## src/rtl/seg7_pkg.sv

```systemverilog
// Shared seven-segment constants (active-low, bit0=a .. bit6=g) and code values
// used by both the capture path and the existing encoder.
package seg7_pkg;

  localparam logic [6:0] SEG_0     = 7'b1000000;
  localparam logic [6:0] SEG_1     = 7'b1111001;
  localparam logic [6:0] SEG_2     = 7'b0100100;
  localparam logic [6:0] SEG_3     = 7'b0110000;
  localparam logic [6:0] SEG_4     = 7'b0011001;
  localparam logic [6:0] SEG_5     = 7'b0010010;
  localparam logic [6:0] SEG_6     = 7'b0000010;
  localparam logic [6:0] SEG_7     = 7'b1111000;
  localparam logic [6:0] SEG_8     = 7'b0000000;
  localparam logic [6:0] SEG_9     = 7'b0011000;
  localparam logic [6:0] SEG_BLANK = 7'b1111111;

  localparam logic [3:0] CODE_BLANK = 4'hF;
  localparam logic [3:0] CODE_ERR   = 4'hE;

  // Legal digit enable: exactly one active-low bit.
  function automatic logic an_legal(input logic [3:0] an_n);
    logic [3:0] en;
    en = ~an_n;
    return (en != '0) && ((en & (en - 4'd1)) == '0);
  endfunction

endpackage

```

## src/rtl/seg7_decode.sv

```systemverilog
// Combinational segment-pattern to digit-code decoder.
module seg7_decode
  import seg7_pkg::*;
(
  input  logic [6:0] seg_n,
  output logic [3:0] code,
  output logic       err
);

  always_comb begin
    code = CODE_ERR;
    err  = 1'b1;
    case (seg_n)
      SEG_0:     begin code = 4'h0;       err = 1'b0; end
      SEG_1:     begin code = 4'h1;       err = 1'b0; end
      SEG_2:     begin code = 4'h2;       err = 1'b0; end
      SEG_3:     begin code = 4'h3;       err = 1'b0; end
      SEG_4:     begin code = 4'h4;       err = 1'b0; end
      SEG_5:     begin code = 4'h5;       err = 1'b0; end
      SEG_6:     begin code = 4'h6;       err = 1'b0; end
      SEG_7:     begin code = 4'h7;       err = 1'b0; end
      SEG_8:     begin code = 4'h8;       err = 1'b0; end
      SEG_9:     begin code = 4'h9;       err = 1'b0; end
      SEG_BLANK: begin code = CODE_BLANK; err = 1'b0; end
      default:   begin code = CODE_ERR;   err = 1'b1; end
    endcase
  end

endmodule

```

## src/rtl/seg7_capture.sv

```systemverilog
// Captures a multiplexed seven-segment display: debounces each observed
// {an_n, dp_n, seg_n} pattern, decodes it and reports complete frames.
module seg7_capture
  import seg7_pkg::*;
#(
  parameter int unsigned STABLE_CYCLES = 4
) (
  input  logic        clk,
  input  logic        rst,
  input  logic [6:0]  seg_n,
  input  logic        dp_n,
  input  logic [3:0]  an_n,
  output logic [15:0] digits,
  output logic [3:0]  digit_err,
  output logic [3:0]  dp_seen,
  output logic        frame_valid
);

  localparam logic       SETTLING = 1'b0;
  localparam logic       LOCKED   = 1'b1;
  localparam logic [7:0] CNT_MAX  = 8'(STABLE_CYCLES);

  logic [11:0] live;
  logic [11:0] samp;
  logic [7:0]  cnt;
  logic [3:0]  mask;
  logic        lock_state;
  logic        same;
  logic        accept;
  logic        legal;
  logic [3:0]  sel;
  logic [3:0]  acc_bits;
  logic [3:0]  dec_code;
  logic        dec_err;

  assign live       = {an_n, dp_n, seg_n};
  assign same       = (live == samp);
  assign lock_state = (cnt == CNT_MAX) ? LOCKED : SETTLING;
  // Fires only on the CNT_MAX-1 -> CNT_MAX transition, so a held pattern is taken once.
  assign accept     = same && (cnt == CNT_MAX - 8'd1);
  assign legal      = an_legal(samp[11:8]);
  assign sel        = ~samp[11:8];
  assign acc_bits   = (accept && legal) ? sel : '0;

  seg7_decode u_decode (
    .seg_n (samp[6:0]),
    .code  (dec_code),
    .err   (dec_err)
  );

  always_ff @(posedge clk) begin
    if (rst) begin
      samp        <= '1;
      cnt         <= '0;
      mask        <= '0;
      digits      <= '1;
      digit_err   <= '0;
      dp_seen     <= '0;
      frame_valid <= 1'b0;
    end else begin
      samp <= live;
      if (!same)
        cnt <= '0;
      else if (lock_state == SETTLING)
        cnt <= cnt + 8'd1;

      for (int unsigned i = 0; i < 4; i++) begin
        if (acc_bits[i]) begin
          digits[4*i +: 4] <= dec_code;
          digit_err[i]     <= dec_err;
          dp_seen[i]       <= ~samp[7];
        end
      end

      // A full mask pulses frame_valid and restarts from whatever is accepted on this edge.
      if (mask == '1) begin
        frame_valid <= 1'b1;
        mask        <= acc_bits;
      end else begin
        frame_valid <= 1'b0;
        mask        <= mask | acc_bits;
      end
    end
  end

endmodule

```

## config.mk

```make
export PLATFORM = sky130hd
export DESIGN_NAME = seg7_capture
export DESIGN_NICKNAME = d
export VERILOG_FILES = /design/src/rtl/seg7_pkg.sv /design/src/rtl/seg7_decode.sv /design/src/rtl/seg7_capture.sv
export SDC_FILE = /design/constraint.sdc
export NUM_CORES = 1
export LEC_CHECK = 0
export BUFFER_PORTS_ARGS = -buffer_cell sky130_fd_sc_hd__buf_2
export CAP_MARGIN = 0
export CELL_PAD_IN_SITES_DETAIL_PLACEMENT = 1
export CELL_PAD_IN_SITES_GLOBAL_PLACEMENT = 2
export CORE_MARGIN = 2
export CORE_UTILIZATION = 31
export CTS_BUF_LIST = sky130_fd_sc_hd__clkbuf_16
export CTS_CLUSTER_DIAMETER = 60
export DETAILED_ROUTE_END_ITERATION = 16
export GPL_TIMING_DRIVEN = 0
export PLACE_DENSITY_LB_ADDON = 0.1
export SYNTH_ARGS = -nofsm -noshare
export SYNTH_HDL_FRONTEND = slang
export SYNTH_HIERARCHICAL = 1
export SYNTH_SLANG_ARGS = --single-unit
```

## constraint.sdc

```tcl
create_clock -name clk -period 2.2 [get_ports clk]
set_input_delay 0.22 -clock clk [delete_from_list [all_inputs] [get_ports clk]]
set_output_delay 0.22 -clock clk [all_outputs]
set_load 0.02 [all_outputs]
```

==> impl_results.md <==
* Worst VDD drop at 0.0002948 V
* Leakage power at 1.232 nW
* Hold path endpoint: samp[3]$_SDFF_PP1_
* Skew-Pair Late Insertion Delay at 0.28 ns
* Top-level I/O count at 39
* Rows at 31
* DR vias/cell at 4.696
* Worst path top cell family by delay: simple AND/OR/NAND/NOR gates
* Dpl cell area at 0.002654 mm2
* Tcrit/Tclk final at 94.69%
* # diodes at 0
* Inserted Clock Buffers at 5
* Worst Path Buf+Inv at 1
* Cell breakdown of the critical path: buf_8 > nor3b_2 > a41oi_1 > or4_4 > and3_4 > nand4b_1 > nor2_4 > mux2i_1
* Area leader, netlist: dfxtp_1
* Final std cells w/o fill at 395
* Crit path largest cell delay at 0.55 ns
* Slowest CP cell: or4_4
* Total wire length at 5.505 mm
* Hold Slack at 0.1442 ns
* Post-synth ARST share at 0%
* Detailed Routing Iterations Pass 1 at 4
* Endpoints failing setup at 0
* Die W at 90.88 um
* GRT overflow at 0
* PnR worst setup slack at 0.1168 ns
* Fillers at 873
* FF-to-FF setup slack at 0.12 ns
* Worst-case clock buffer depth at 2
* Cell area after layout at 0.002952 mm2
* Syn Area/Cell at 9.629 um2
* Synth area leaders: dfxtp_1 42%, mux2i_1 11%, xor2_1 6.4%, nor2_1 5.0%, or2_2 3.5%
* GR met1 Demand/Resource at 18.76%
* Vias in the first global route at 1832
* WP data required at 2.36 ns
* Port Buf Inserts at 38
* Largest net degree at the start of global routing at 16
* GRT Overall Usage at 13.68%
* R2R depth at 8
* Most Crowded Layer GR: met2
* Worst EP arrival at 2.24 ns
* Max Slew Vio Count at 0
* Mapped Cells at 243
* Worst setup EP type: flop
* Core Area at 0.007292 mm2
* RSZ-0062 raised after global routing: yes
* Synthesized area at 0.002340 mm2
* Area growth syn-to-layout at 26.15%
* Syn nets at 259
* Hold_buf cts at 0
* Slew @ Worst Pin at 0.6288 ns
* Via Count at 1855
* Dpl hpwl at 4.065 mm
* DRT iter0 DRCs at 35
* #FFs+latches synth at 49
* Synth Flop Type: dfxtp_1
* Multi-input logic area at 0.001259 mm2
* Grt met2 use at 22.14%
* Max Clk Rate at 480.0 MHz
* Hold WC Path Type: primary input to flop
* Reg area at 991.0 um2
* Placed Cells at 380
* Max H-tree Level at 2
* Hold depth at 2
* First-pass GRT wire length at 9.114 mm
* CP Depth at 8
* Nets at 311
* R2R Path End: digits[1]$_SDFFE_PP1P_
* Fin crit period at 2.083 ns
* Post-synth EDFFs at 0
* Remaining DRCs at 0
* Clk root buf: clkbuf_16
* Status: finished clean
* Ratio of cells with drive above 1 in the final layout at 33.11%
* Yosys cell types at 45
* Final hold vios at 0
* Initial antenna violation count at 0
* GPL Wtd Cong at 0.7014
* DR WL/cell at 13.94 um
* Cell area power density at 695.0 mW/mm2
* Synth top area share at 41.93%
* Sequential area share after synthesis at 41.93%
* Hold Path Origin: seg_n[3]
* Worst setup SP type: flop
* R2r startpoint: samp[6]$_SDFF_PP1_
* Clock slew at reported path FFs at 0.07 ns
* TritonCTS clock tree: yes
* Met3 Use GR at 2.922%
* Worst clock skew at 0.007014 ns
* Slew margin rel. at 58.08%
* Synth warn at 6
* Chip height at 90.88 um
* Sink Count at 49
* Final Core Density at 40.48%
* Antenna Violating Nets Remaining at 0
* Dpl ws at -0.1479 ns
* Crit Path Class: flop to flop
* Initial Util at 32.09%
* Max-Cap Viols at 0
* CP Max Fanout at 4
* Die ar. at 0.008258 mm2
## worst max path at each step
stage	from	endpoint	slack [ns]
floorplan	samp[2]$_SDFF_PP1_	digits[3]$_SDFFE_PP1P_	0.13
finish	samp[6]$_SDFF_PP1_	digits[1]$_SDFFE_PP1P_	0.12
global placement	samp[2]$_SDFF_PP1_	digits[7]$_SDFFE_PP1P_	-0.13
detailed placement	samp[2]$_SDFF_PP1_	digits[1]$_SDFFE_PP1P_	-0.15
CTS	samp[4]$_SDFF_PP1_	digits[3]$_SDFFE_PP1P_	0.003
global route	samp[6]$_SDFF_PP1_	digits[1]$_SDFFE_PP1P_	-0.004
## layout by cell type, fill, tap and decap left out, drive strengths merged
cell / synthesis / layout
a211o: 1 / 1
a211oi: 1 / 1
a21boi: 2 / 2
a21oi: 4 / 4
a32o: 1 / 1
a41oi: 1 / 1
and3: 4 / 4
and3b: 1 / 1
and4: 1 / 1
buf: 9 / 54
bufinv: 0 / 2
clkbuf: 6 / 11
clkinv: 0 / 1
dfxtp: 49 / 49
ha: 2 / 2
inv: 2 / 2
mux2i: 25 / 25
nand2: 9 / 9
nand2b: 9 / 9
nand3: 12 / 12
nand4: 3 / 3
nand4b: 4 / 4
nor2: 32 / 32
nor3: 10 / 10
nor3b: 3 / 3
nor4: 3 / 3
o211ai: 1 / 1
o21ai: 4 / 4
o311a: 1 / 1
o31ai: 1 / 1
or2: 13 / 13
or3: 5 / 5
or3b: 1 / 1
or4: 1 / 1
xnor2: 5 / 5
xor2: 17 / 17
## per-stage QoR
stage / setup TNS (ns) / power, mW
final: 0 / 2.051
after global routing: -0.004072 / 2.140
after CTS: 0 / 2.071
after detailed placement: -1.045 / 1.083
after global placement: -0.9134 / 1.083
after floorplan: 0 / 1.035
## power breakdown
group | total [mW] | switching, mW | internal (mW)
Combinational | 0.163 | 0.0843 | 0.0792
Clock | 0.974 | 0.325 | 0.649
Sequential | 0.914 | 0.0161 | 0.898
## kinds of logic after synthesis
family	share of synthesized area [%]
and+or+nand+nor	27.43
DFF	41.93
muxes	10.70
xor gates and xnor gates	8.235
AOI/OAI and AO/OA	4.921
buffers and inverters	5.722
adders and majority gates	1.069
## worst register-to-register path, delay by kind of cell (launching register included)
kind                   cells  cell delay, ns
and+or+nand+nor            5            1.26
DFF                        1            0.37
AOI/OAI and AO/OA          1            0.12
buffers and inverters      1            0.11
muxes                      1            0.10
## registers in the layout, indices dropped and copies added (netlist names)
name,cells
mask,4
cnt,8
samp,12
digit_err,4
frame_valid,1
dp_seen,4
digits,16
## cell type report
type                    count  area share [%]
well taps                  99           4.197
multi-input cells         177           42.65
clock inverters             3           2.204
repair buffers             45           8.224
flip-flops and latches     49           33.57
clock buffers               5           4.239
inverters                   2          0.2543
plain buffers              15           4.663
## Yosys cell counts (2+ instances only)
library cell	count
nor3_1	7
or2_2	13
o21ai_0	4
nand4b_1	4
xnor2_1	5
clkbuf_1	5
buf_6	7
nand2_1	9
nor2_1	31
mux2i_1	25
buf_4	2
ha_1	2
a21oi_1	4
inv_1	2
or3_1	4
xor2_1	17
nor3b_1	3
nor4_2	2
nand4_1	3
dfxtp_1	49
nand3_1	11
nor3_2	2
nand2b_1	9
and3_1	2
## per-layer routing
metal / share of wire [%] / vias to the layer above / wire length [um]
li1: - / 943 / -
met1: 49 / 873 / 2703
met2: 47 / 37 / 2578
met3: 3.5 / 2 / 191
met4: 0.58 / 0 / 32
met5: 0 / - / 0
## timing repair
action                     4_1_cts  5_1_grt
cloned                           0        0
setup buffers                    0        7
pin swaps                        2        5
gates resized for setup          5       12
setup endpoints to repair        8        8
No activity file was read; power rests on OpenSTA's default activity.
